--- src/rtl/imm_pkg.sv ---
// Shared immediate types and the I/S/B/J immediate packer.
// Used by the encoder, the extender and the control decoder.
package imm_pkg;

   typedef enum logic [1:0] {
      IMM_I = 2'b00,
      IMM_S = 2'b01,
      IMM_B = 2'b10,
      IMM_J = 2'b11
   } imm_src_t;

   localparam int ERR_RANGE = 0;
   localparam int ERR_ALIGN = 1;

   typedef struct packed {
      logic [31:0] word;
      logic [1:0]  err;
   } enc_t;

   function automatic enc_t encode_imm(
      input imm_src_t    src,
      input logic [31:0] base,
      input logic [31:0] imm
   );
      enc_t r;
      r.word = base;
      r.err  = 2'b00;
      unique case (src)
         IMM_I: begin
            r.word[31:20] = imm[11:0];
            r.err[ERR_RANGE] = !(&imm[31:11] || !(|imm[31:11]));
         end
         IMM_S: begin
            r.word[31:25] = imm[11:5];
            r.word[11:7]  = imm[4:0];
            r.err[ERR_RANGE] = !(&imm[31:11] || !(|imm[31:11]));
         end
         IMM_B: begin
            r.word[31]    = imm[12];
            r.word[7]     = imm[11];
            r.word[30:25] = imm[10:5];
            r.word[11:8]  = imm[4:1];
            r.err[ERR_RANGE] = !(&imm[31:12] || !(|imm[31:12]));
            r.err[ERR_ALIGN] = imm[0];
         end
         IMM_J: begin
            r.word[31]    = imm[20];
            r.word[30:21] = imm[10:1];
            r.word[20]    = imm[11];
            r.word[19:12] = imm[19:12];
            r.err[ERR_RANGE] = !(&imm[31:20] || !(|imm[31:20]));
            r.err[ERR_ALIGN] = imm[0];
         end
         default: r.err = 2'b00;
      endcase
      return r;
   endfunction

endpackage

--- src/rtl/imm_enc_fifo.sv ---
// Small synchronous FIFO; when empty the read port keeps
// showing the last popped entry (zero after reset).
module imm_enc_fifo
   import imm_pkg::*;
#(
   parameter int W     = 34,
   parameter int DEPTH = 2,
   localparam int AW   = $clog2(DEPTH)
) (
   input  logic          clk,
   input  logic          rst,
   input  logic          push,
   input  logic [W-1:0]  wdata,
   input  logic          pop,
   output logic [W-1:0]  rdata,
   output logic          empty,
   output logic [AW:0]   count
);

   logic [W-1:0]  mem [DEPTH];
   logic [W-1:0]  hold;
   logic [AW-1:0] wr_ptr;
   logic [AW-1:0] rd_ptr;
   logic          full;
   logic          do_push;
   logic          do_pop;

   assign full    = (count == (AW+1)'(DEPTH));
   assign empty   = (count == '0);
   assign do_push = push && !full;
   assign do_pop  = pop && !empty;
   assign rdata   = empty ? hold : mem[rd_ptr];

   always_ff @(posedge clk) begin
      if (do_push) mem[wr_ptr] <= wdata;
   end

   always_ff @(posedge clk or posedge rst) begin
      if (rst) begin
         wr_ptr <= '0;
         rd_ptr <= '0;
         count  <= '0;
         hold   <= '0;
      end else begin
         if (do_push) wr_ptr <= wr_ptr + 1'b1;
         if (do_pop) begin
            rd_ptr <= rd_ptr + 1'b1;
            hold   <= mem[rd_ptr];
         end
         if (do_push && !do_pop)
            count <= count + 1'b1;
         else if (do_pop && !do_push)
            count <= count - 1'b1;
      end
   end

endmodule

--- src/rtl/imm_encoder.sv ---
// Packs a signed immediate into an RV32I template word, buffers
// the result with its error flags and keeps accept/error counts.
module imm_encoder
   import imm_pkg::*;
#(
   parameter int DEPTH = 2,
   parameter int CNT_W = 16
) (
   input  logic             clk,
   input  logic             rst,
   input  logic             in_valid,
   output logic             in_ready,
   input  logic [1:0]       imm_src,
   input  logic [31:0]      imm32,
   input  logic [31:0]      base_instr,
   output logic             out_valid,
   input  logic             out_ready,
   output logic [31:0]      out_instr,
   output logic [1:0]       out_err,
   output logic [CNT_W-1:0] instr_cnt,
   output logic [CNT_W-1:0] err_cnt
);

   localparam int AW = $clog2(DEPTH);

   enc_t        enc;
   enc_t        head;
   logic        push;
   logic        pop;
   logic        empty;
   logic [AW:0] level;

   assign enc  = encode_imm(imm_src_t'(imm_src), base_instr, imm32);

   // in_ready comes only from registered occupancy
   assign in_ready  = (level < (AW+1)'(DEPTH));
   assign push      = in_valid && in_ready;
   assign out_valid = !empty;
   assign pop       = out_valid && out_ready;
   assign out_instr = head.word;
   assign out_err   = head.err;

   imm_enc_fifo #(
      .W     (34),
      .DEPTH (DEPTH)
   ) u_fifo (
      .clk   (clk),
      .rst   (rst),
      .push  (push),
      .wdata (enc),
      .pop   (pop),
      .rdata (head),
      .empty (empty),
      .count (level)
   );

   always_ff @(posedge clk or posedge rst) begin
      if (rst) begin
         instr_cnt <= '0;
         err_cnt   <= '0;
      end else if (push) begin
         instr_cnt <= instr_cnt + 1'b1;
         if ((|enc.err) && !(&err_cnt))
            err_cnt <= err_cnt + 1'b1;
      end
   end

endmodule

--- config.mk ---
export PLATFORM = sky130hd
export DESIGN_NAME = imm_encoder
export DESIGN_NICKNAME = d
export VERILOG_FILES = /design/src/rtl/imm_pkg.sv /design/src/rtl/imm_enc_fifo.sv /design/src/rtl/imm_encoder.sv
export SDC_FILE = /design/constraint.sdc
export NUM_CORES = 1
export LEC_CHECK = 0
export ABC_AREA = 1
export CAP_MARGIN = 20
export CORE_AREA = 5 5 135 137
export CTS_CLUSTER_SIZE = 30
export DETAILED_ROUTE_END_ITERATION = 12
export DIE_AREA = 0 0 140 142
export GPL_TIMING_DRIVEN = 1
export PLACE_DENSITY = 0.69
export SLEW_MARGIN = 20
export SYNTH_ARGS = -nofsm -noshare
export SYNTH_HDL_FRONTEND = slang
export SYNTH_SLANG_ARGS = --single-unit
export TNS_END_PERCENT = 10
--- constraint.sdc ---
create_clock -name clk -period 3.2 [get_ports clk]
set_input_delay 0.32 -clock clk [delete_from_list [all_inputs] [get_ports clk]]
set_output_delay 0.32 -clock clk [all_outputs]
set_load 0.05 [all_outputs]
==> After elaboration in Yosys (flattened, before gate mapping) <==
Memories as Yosys holds them, arrays and structs flattened.
Index checks and enable logic that the tools add are counted.
{ "totals": {"register_bits": 70, "ramBits": 68, "in_bits": 70, "out_inout_bits": 68, "elab_cells": 64, "mem_count": 1} }
{ "classes": {"add_sub_neg": 6, "order_cmp": 1, "n_eq_ne": 4, "mux": 11, "reduce_logical": 35} }
{ "mem_list": {"columns": ["memory", "words", "width", "read_ports", "rd_clocked_by_memory_dff", "wr", "line", "text"], "rows": [
  ["u_fifo.mem", 2, 34, 1, 0, 1, "imm_enc_fifo.sv:20", "logic [W-1:0] mem [DEPTH];"]
]} }
{ "op_table": {"columns": ["cell", "n"], "rows": [
  ["2-to-1 mux 34 bit", 1],
  ["adder 16 x 1 -> 16 bit, second input constant", 2],
  ["one-hot mux 7 bit (3 select lines)", 1],
  ["AND reduction 21 bit", 1],
  ["OR reduction 21 bit", 1],
  ["one-hot mux 5 bit (2 select lines)", 2],
  ["AND reduction 20 bit", 1],
  ["OR reduction 20 bit", 1],
  ["AND reduction 16 bit", 1],
  ["AND reduction 12 bit", 1],
  ["OR reduction 12 bit", 1],
  ["zero test 1 bit", 11],
  ["2-to-1 mux 8 bit", 1],
  ["logical AND 1 bit", 7],
  ["equality test 2 bit, second input constant", 3],
  ["OR reduction 2 bit", 3],
  ["zero test 2 bit", 2],
  ["2-to-1 mux 2 bit", 2],
  ["logical OR 1 bit", 3],
  ["2-to-1 mux 1 bit", 3],
  ["one-hot mux 1 bit (3 select lines)", 1],
  ["adder 1 bit, second input constant", 2],
  ["adder 2 x 1 -> 2 bit, second input constant", 1],
  ["equality test 2 x 1 -> 1 bit, second input constant", 1],
  ["other kinds (4)", 4]
]} }

==> Logic depth before layout (Yosys ltp) <==
Gate-level depths: netlist (run 1).
{ "depth": {"word_depth": 8, "depth_mapped": 12} }

==> Modules after synthesis <==
A second synthesis (run 1) with hierarchy kept.
{ "unflattened": {"cells_unflattened": 779, "area_unflattened_um2": 6726.5} }
{ "modules_own_cells": {"columns": ["module", "n_inst", "cells_per_inst", "area_each_um2", "seq_area_each_um2"], "rows": [
  ["imm_enc_fifo", 1, 429, 4372.9, 2992.9],
  ["imm_encoder", 1, 350, 2353.5, 800.8]
]} }

==> Least setup slack after synthesis (run 1) <==
Ideal clock, no wire load.
{ "synth_timing": {"path_type": "reg-to-reg", "startpoint": "reg u_fifo.count[1]", "endpoint": "mem u_fifo.mem[0][0], enable pin", "setup_ns": 0.425, "arrival_time_ns": 2.443, "required_ns": 2.775, "path_slack_ns": 0.332, "path_stages_with_launch": 4, "synth_period_minus_slack_ns": 2.868, "cell_sequence": "dfrtp_1 inv_1 nand2_2 nor2_1"} }
{ "synth_between": {"elab_chain_len": 5, "word_cells_on_any_way": 7, "classes_between": "order compare: 1; eq/ne: 1; mux: 2; reduce/logical: 3"} }
{ "synth_rtl": {"columns": ["element", "line", "text"], "rows": [
  ["start, declared", "imm_enc_fifo.sv:17", "output logic [AW:0] count"],
  ["start signal, assigned", "imm_enc_fifo.sv:51", "count <= count + 1'b1;"],
  ["start signal, assigned", "imm_enc_fifo.sv:53", "count <= count - 1'b1;"],
  ["less-than comparator 2 bit", "imm_encoder.sv:36", "assign in_ready = (level < (AW+1)'(DEPTH));"],
  ["net in_ready", "imm_encoder.sv:12", "output logic in_ready,"],
  ["logical AND 1 bit", "imm_encoder.sv:37", "assign push = in_valid && in_ready;"],
  ["logical AND 1 bit", "imm_enc_fifo.sv:30", "assign do_push = push && !full;"],
  ["2-to-1 mux 1 bit", "imm_enc_fifo.sv:35", "if (do_push) mem[wr_ptr] <= wdata;"],
  ["2-to-1 mux 1 bit (not written as such)", "imm_enc_fifo.sv:35", null],
  ["end, declared", "imm_enc_fifo.sv:20", null]
]} }
The timed path passes the listed nets, and every way through them passes these cells.

==> Final worst setup path (run 1) <==
{ "layout_timing": {"startpoint": "reg u_fifo.count[0]", "endpoint": "out out_valid"} }
{ "layout_between": {"elab_chain_len": 2} }
{ "layout_rtl": {"columns": ["element", "line", "text"], "rows": [
  ["zero test 2 bit", "imm_enc_fifo.sv:29", "assign empty = (count == '0);"],
  ["zero test 1 bit", "imm_encoder.sv:38", "assign out_valid = !empty;"],
  ["end, declared", "imm_encoder.sv:16", "output logic out_valid,"]
]} }
No other way between the ends.

==> impl_metrics.tcl, run 1 <==
set metrics [dict create \
    skew_ps 9.29 \
    power.density_nw_per_um2 958 \
    place_ws_ps 752 \
    drive_gt1_share_pct 9.41 \
    hpwl_um 10900 \
    p_int_uw 4690 \
    drc 0 \
    path_delay_family "buffers and inverters" \
    synth_seq_area_share_pct 57.2 \
    portBuffers 130 \
    crit_slowest_cell "clkdlybuf4s50_1" \
    min_path_type "input port to asynchronous set/reset pin" \
    path_clk_slew_ps 60 \
    min_period_ps 2450 \
    drt_first_pass_iters 5 \
    cts_root_buf "clkbuf_16" \
    yosys_warnings 0 \
    setup_tns_ps 0 \
    most-common-layout-cells "nand2_1 (291), clkdlybuf4s50_1 (96), o21ai_0 (75)" \
    crit_fanout 26 \
    avgSynthCellArea_um2 8.62 \
    crit_buf_inv 2 \
    die_area_um2 19900 \
    p_clk_share_pct 23.8 \
    synth_cell_types 29 \
    cts_inserted_buffers 17 \
    wl_per_cell_um 13.6 \
    cts.path.max_buffers 2 \
    cp.required_ps 2880 \
    antenna_cells 0 \
    yosys-top-cells-area "edfxtp_1 (31%), dfrtp_1 (26%), nand2_1 (16%)" \
    vias 5323 \
    slew_violations 0 \
    outcome "completed" \
    fmax_mhz 409 \
    initial_utilization_pct 39.2 \
    crit_type "flip-flop to output pin" \
    synth_edf_count 68 \
    yosys_register_bits 138 \
    p_seq_share_pct 30.2 \
    async_reset_ff_share_pct 50.7 \
    p_leak_uw 0.00391 \
    h-tree-depth 4 \
    antenna_left 0 \
    placementRows 48 \
    dieWidth_um 140 \
    synth_nets 846 \
    startpoint_type "flip-flop" \
    area_growth_pct 31.7 \
    slowest_delay_ps 930 \
    gp_congestion 0.848 \
    syn-cell-area_um2 6630 \
    setup_viol 0 \
    end_kind "output pin" \
    core_um2 16900 \
    cts_setup_buffers 0 \
    cts_resized 0 \
    gr-total-overflow 0 \
    cts.hold.buffers_added 0 \
    antenna_found_initial 0 \
    max_slew_margin_pct 63.0 \
    p_switching_uw 3670 \
    peakVddDrop_uv 647 \
    nets 978 \
    clk_latency_ps 410 \
    gr-usage-all-layers_pct 16.2 \
    wl_um 15500 \
    cts_num_sinks 138 \
    worst_slack_ps 754 \
    viasPerCell 4.67 \
    first_global_vias 5186 \
    layout_commonest_cell "nand2_1" \
    ys.flop_type "dfrtp_1" \
    combPwrFrac_pct 46.0 \
    cts_tree "yes" \
    fill_cells 1585 \
    die_h_um 142 \
    num_io_pins 138 \
    worst_pin_slew_ps 554 \
    rsz0062_at_grt "no" \
    drt_iter0_markers 265 \
    grt_pass1_wl_um 25700 \
    synthCells 769 \
    arrival_ps 2130 \
    synth_top_cell_by_area "edfxtp_1" \
    hold_violations 0 \
    synth_top_area_share_pct 30.8 \
    drv_cap 0 \
    crit_chain "nor2_1 > inv_2 > clkdlybuf4s50_1" \
    grt_max_degree 55 \
    switching_share_pct 43.9 \
    period_share_pct 76.4 \
]
sequential cells by signal (all words and copies together), names as in the netlist:
signal and flops:
u_fifo.wr_ptr 1, u_fifo.mem 68, u_fifo.count 2, u_fifo.rd_ptr 1
instr_cnt 16, err_cnt 16, u_fifo.hold 34
logic make-up after synthesis:
| group | after synthesis | synth area share, % |
|---|---|---|
| compound gates | 83 | 6.58 |
| buf+inv | 103 | 6.06 |
| simple gates | 409 | 25.0 |
| fa+ha+maj | 7 | 1.32 |
| flops | 138 | 57.2 |
| xor+xnor | 29 | 3.83 |
final cells by class:
class                      count  area [um2]  share of cell area (%)
clock buffer                  23         510                    5.84
clock inverter                 9         108                    1.23
inverter                      76         285                    3.27
multi-input combinational    528        2450                    28.1
sequential                   138        3790                    43.4
tap                          225         282                    3.22
timing repair buffer         140        1300                    14.9
per-stage QoR:
step                      utilization, %  cells  total power [uW]  cell area [um2]  hold slack, ps
after floorplan                        -    769              5210             6630             419
after global placement              47.9   1107              6390             8120             462
after detailed placement            47.9   1107              6440             8120             459
after CTS                           51.6   1139              8470             8730             202
after global routing                51.6   1139              8890             8730             248
final                               51.6   1139              8370             8730             208
final timing paths:
| path | startpoint | to | slack [ps] | cells after the start |
|---|---|---|---|---|
| setup / recovery | u_fifo.count[0] | out_valid | 750 | 3 |
| hold / removal | rst | err_cnt[9] | 210 | 2 |
| setup reg to reg | err_cnt[0] | err_cnt[8] | 1190 | 9 |
| hold reg to reg | instr_cnt[15] | instr_cnt[15] | 470 | 1 |
| max in group asynchronous | rst | u_fifo.hold[32] | 2340 | 3 |
| min in group clk | instr_cnt[15] | instr_cnt[15] | 470 | 1 |
Yosys cell counts, types with 5 or more instances:
| library cell | instances |
|---|---|
| nand2_1 | 291 |
| o21ai_0 | 75 |
| inv_1 | 73 |
| dfrtp_1 | 70 |
| edfxtp_1 | 68 |
| nand3_1 | 48 |
| nor2_1 | 47 |
| clkbuf_1 | 22 |
| xor2_1 | 17 |
| xnor2_1 | 12 |
| ha_1 | 7 |
| nand4_1 | 6 |
| nor3_1 | 6 |
| a21oi_1 | 5 |
power by group through the flow:
| stage | combinational (uW) | sequential [uW] | clock [uW] |
|---|---|---|---|
| after global placement | 3850 | 2540 | 0 |
| final | 3850 | 2520 | 1990 |
| after detailed placement | 3890 | 2560 | 0 |
| after global routing | 4180 | 2570 | 2130 |
| after floorplan | 2500 | 2710 | 0 |
| after CTS | 3900 | 2530 | 2040 |
layer usage:
metal | global-route usage, % | vias to the layer above | part of all wire [%] | wire [um]
met5 | 0 | - | 0 | 0
met4 | 6.37 | 0 | 1.8 | 284
met1 | 21.0 | 2444 | 46 | 7130
met2 | 26.6 | 130 | 48 | 7410
met3 | 3.97 | 22 | 4.5 | 694
li1 | - | 2727 | - | -
No activity file was read; power rests on OpenSTA's default activity.
==> run 2: changes to the inputs <==
Settings changed: PLACE_DENSITY 0.69 to 0.72.
Clock period 3.2 ns to 2.24 ns, I/O delays scaled along.
==> run 2 against run 1 <==
  * Routed wire length decreased by 1.6%
  * Critical endpoint is now out_instr[15]
  * Critical path depth increased by 4
  * Non-clock buffer count increased by 6
  * Largest power group unchanged
  * Highest routed layer unchanged
  * Largest cell class unchanged
  * Combinational power increased by 46%
==> impl_metrics.tcl, run 2 (synthesized netlist as in run 1, its figures left out) <==
set metrics [dict create \
    drt_iter0_markers 346 \
    cts_inserted_buffers 17 \
    fill_cells 1555 \
    wl_um 15300 \
    skew_ps 5.70 \
    p_clk_share_pct 22.9 \
    r2r_start "err_cnt[0]" \
    power_uw 12000 \
    combPwrFrac_pct 46.9 \
    largestRegisters "u_fifo.mem (68), u_fifo.hold (34)" \
    antenna_found_initial 0 \
    dieWidth_um 140 \
    crit_fanout 29 \
    nets 984 \
    layout_commonest_cell "nand2_1" \
    p_leak_uw 0.00393 \
    cts_num_sinks 138 \
    antenna_cells 0 \
    num_io_pins 138 \
    die_h_um 142 \
    core_um2 16900 \
    path_clk_slew_ps 60 \
    setup_viol 0 \
    largest_reg_flops 68 \
    first_global_vias 5140 \
    period_share_pct 93.1 \
    hold-worst-slack_ps 140 \
    dpl-instance-area_um2 8220 \
    drv_cap 0 \
    switching_share_pct 44.0 \
    end_kind "output pin" \
    p_int_uw 6710 \
    arrival_ps 1860 \
    final_core_util_pct 52.0 \
    gp_congestion 0.839 \
    drc 0 \
    largest_register "u_fifo.mem" \
    most-common-layout-cells "nand2_1 (291), clkdlybuf4s50_1 (95), inv_1 (71)" \
    max_slew_margin_pct 63.7 \
    initial_utilization_pct 39.2 \
    placementRows 48 \
    grt_max_degree 70 \
    antenna_left 0 \
    min_period_ps 2090 \
    startpoint_type "flip-flop" \
    reg2reg_to "err_cnt[13]" \
    wl_per_cell_um 13.3 \
    power.density_nw_per_um2 1360 \
    gr-usage-all-layers_pct 15.9 \
    p_seq_share_pct 30.2 \
    p_switching_uw 5260 \
    cp.required_ps 2020 \
    cts_root_buf "clkbuf_16" \
    slew_violations 0 \
    cts_tree "yes" \
    hpwl_um 10700 \
    worst_pin_slew_ps 542 \
    setup_tns_ps 0 \
    design_area_um2 8810 \
    h-tree-depth 4 \
    clk_latency_ps 410 \
    gr-total-overflow 0 \
    hold_violations 0 \
    cts.path.max_buffers 2 \
    reg2reg_depth 9 \
    viasPerCell 4.67 \
    drive_gt1_share_pct 10.0 \
    peakVddDrop_uv 947 \
    cts_setup_buffers 0 \
    outcome "completed" \
    min_path_type "input port to asynchronous set/reset pin" \
    fmax_mhz 480 \
    die_area_um2 19900 \
    vias 5347 \
    rsz0062_at_grt "no" \
    r2r_slack_ps 270 \
    crit_type "flip-flop to output pin" \
    area_growth_pct 32.9 \
    grt_pass1_wl_um 25300 \
    portBuffers 130 \
    drt_first_pass_iters 4 \
]
==> run 2: timing repair <==
action	in CTS	in global routing
hold buffers	0	0
endpoints found under the hold margin	0	0
resized for setup	0	2
setup endpoints to repair	0	1
==> run 2: critical path, stage by stage (launching register included) <==
cell and delay (ps):
dfrtp_1 410, clkinvlp_4 170, buf_12 210, nand2_1 80, nand2_1 100, nand2_1 60
o21ai_0 140, buf_4 260
==> run 2: stage by stage <==
step           setup slack, ps  instances
6_report                   155       1145
5_1_grt                   7.31       1145
4_1_cts                   88.5       1145
3_5_place_dp             -33.8       1113
3_3_place_gp              82.3       1113
2_1_floorplan            -76.2        769
==> run 2: metal layers <==
layer / track usage (%) / routed length [um] / share of wire [%] / vias to the layer above
met5: 0 / 0 / 0 / -
met1: 20.5 / 6890 / 45 / 2467
met2: 26.4 / 7350 / 48 / 120
met3: 3.66 / 729 / 4.8 / 19
li1: - / - / - / 2741
met4: 6.32 / 306 / 2.0 / 0
==> run 2: power groups by stage <==
| stage | sequential, uW | clock [uW] | combinational [uW] |
|---|---|---|---|
| after floorplan | 3860 | 0 | 3600 |
| after global placement | 3630 | 0 | 5600 |
| after detailed placement | 3650 | 0 | 5660 |
| after CTS | 3610 | 2810 | 5680 |
| after global routing | 3670 | 2950 | 6080 |
| final | 3610 | 2740 | 5620 |
==> run 2: worst max-delay path by stage <==
stage / start / slack, ps / cells after the start / to
floorplan: u_fifo.count[0] / -80 / 5 / out_instr[22]
global placement: imm_src[0] / 80 / 8 / err_cnt[0]
detailed placement: imm_src[0] / -30 / 8 / err_cnt[5]
CTS: u_fifo.rd_ptr / 90 / 7 / out_instr[15]
global route: u_fifo.rd_ptr / 7 / 7 / out_instr[15]
finish: u_fifo.rd_ptr / 150 / 7 / out_instr[15]
==> run 2: final cells by class <==
| type | count | area (um2) | share of cell area, % |
|---|---|---|---|
| flip-flops and latches | 138 | 3790 | 43.0 |
| clock buffers | 18 | 429 | 4.87 |
| repair buffers | 146 | 1410 | 16.0 |
| multi-input cells | 528 | 2450 | 27.8 |
| clock inverters | 14 | 155 | 1.76 |
| well taps | 225 | 282 | 3.19 |
| inverters | 76 | 289 | 3.28 |
==> run 3: changes to the inputs <==
Settings changed: CAP_MARGIN 20 to not set.
==> results of run 3 <==
The final DEF is identical to that of run 2; final timing and power are the same.
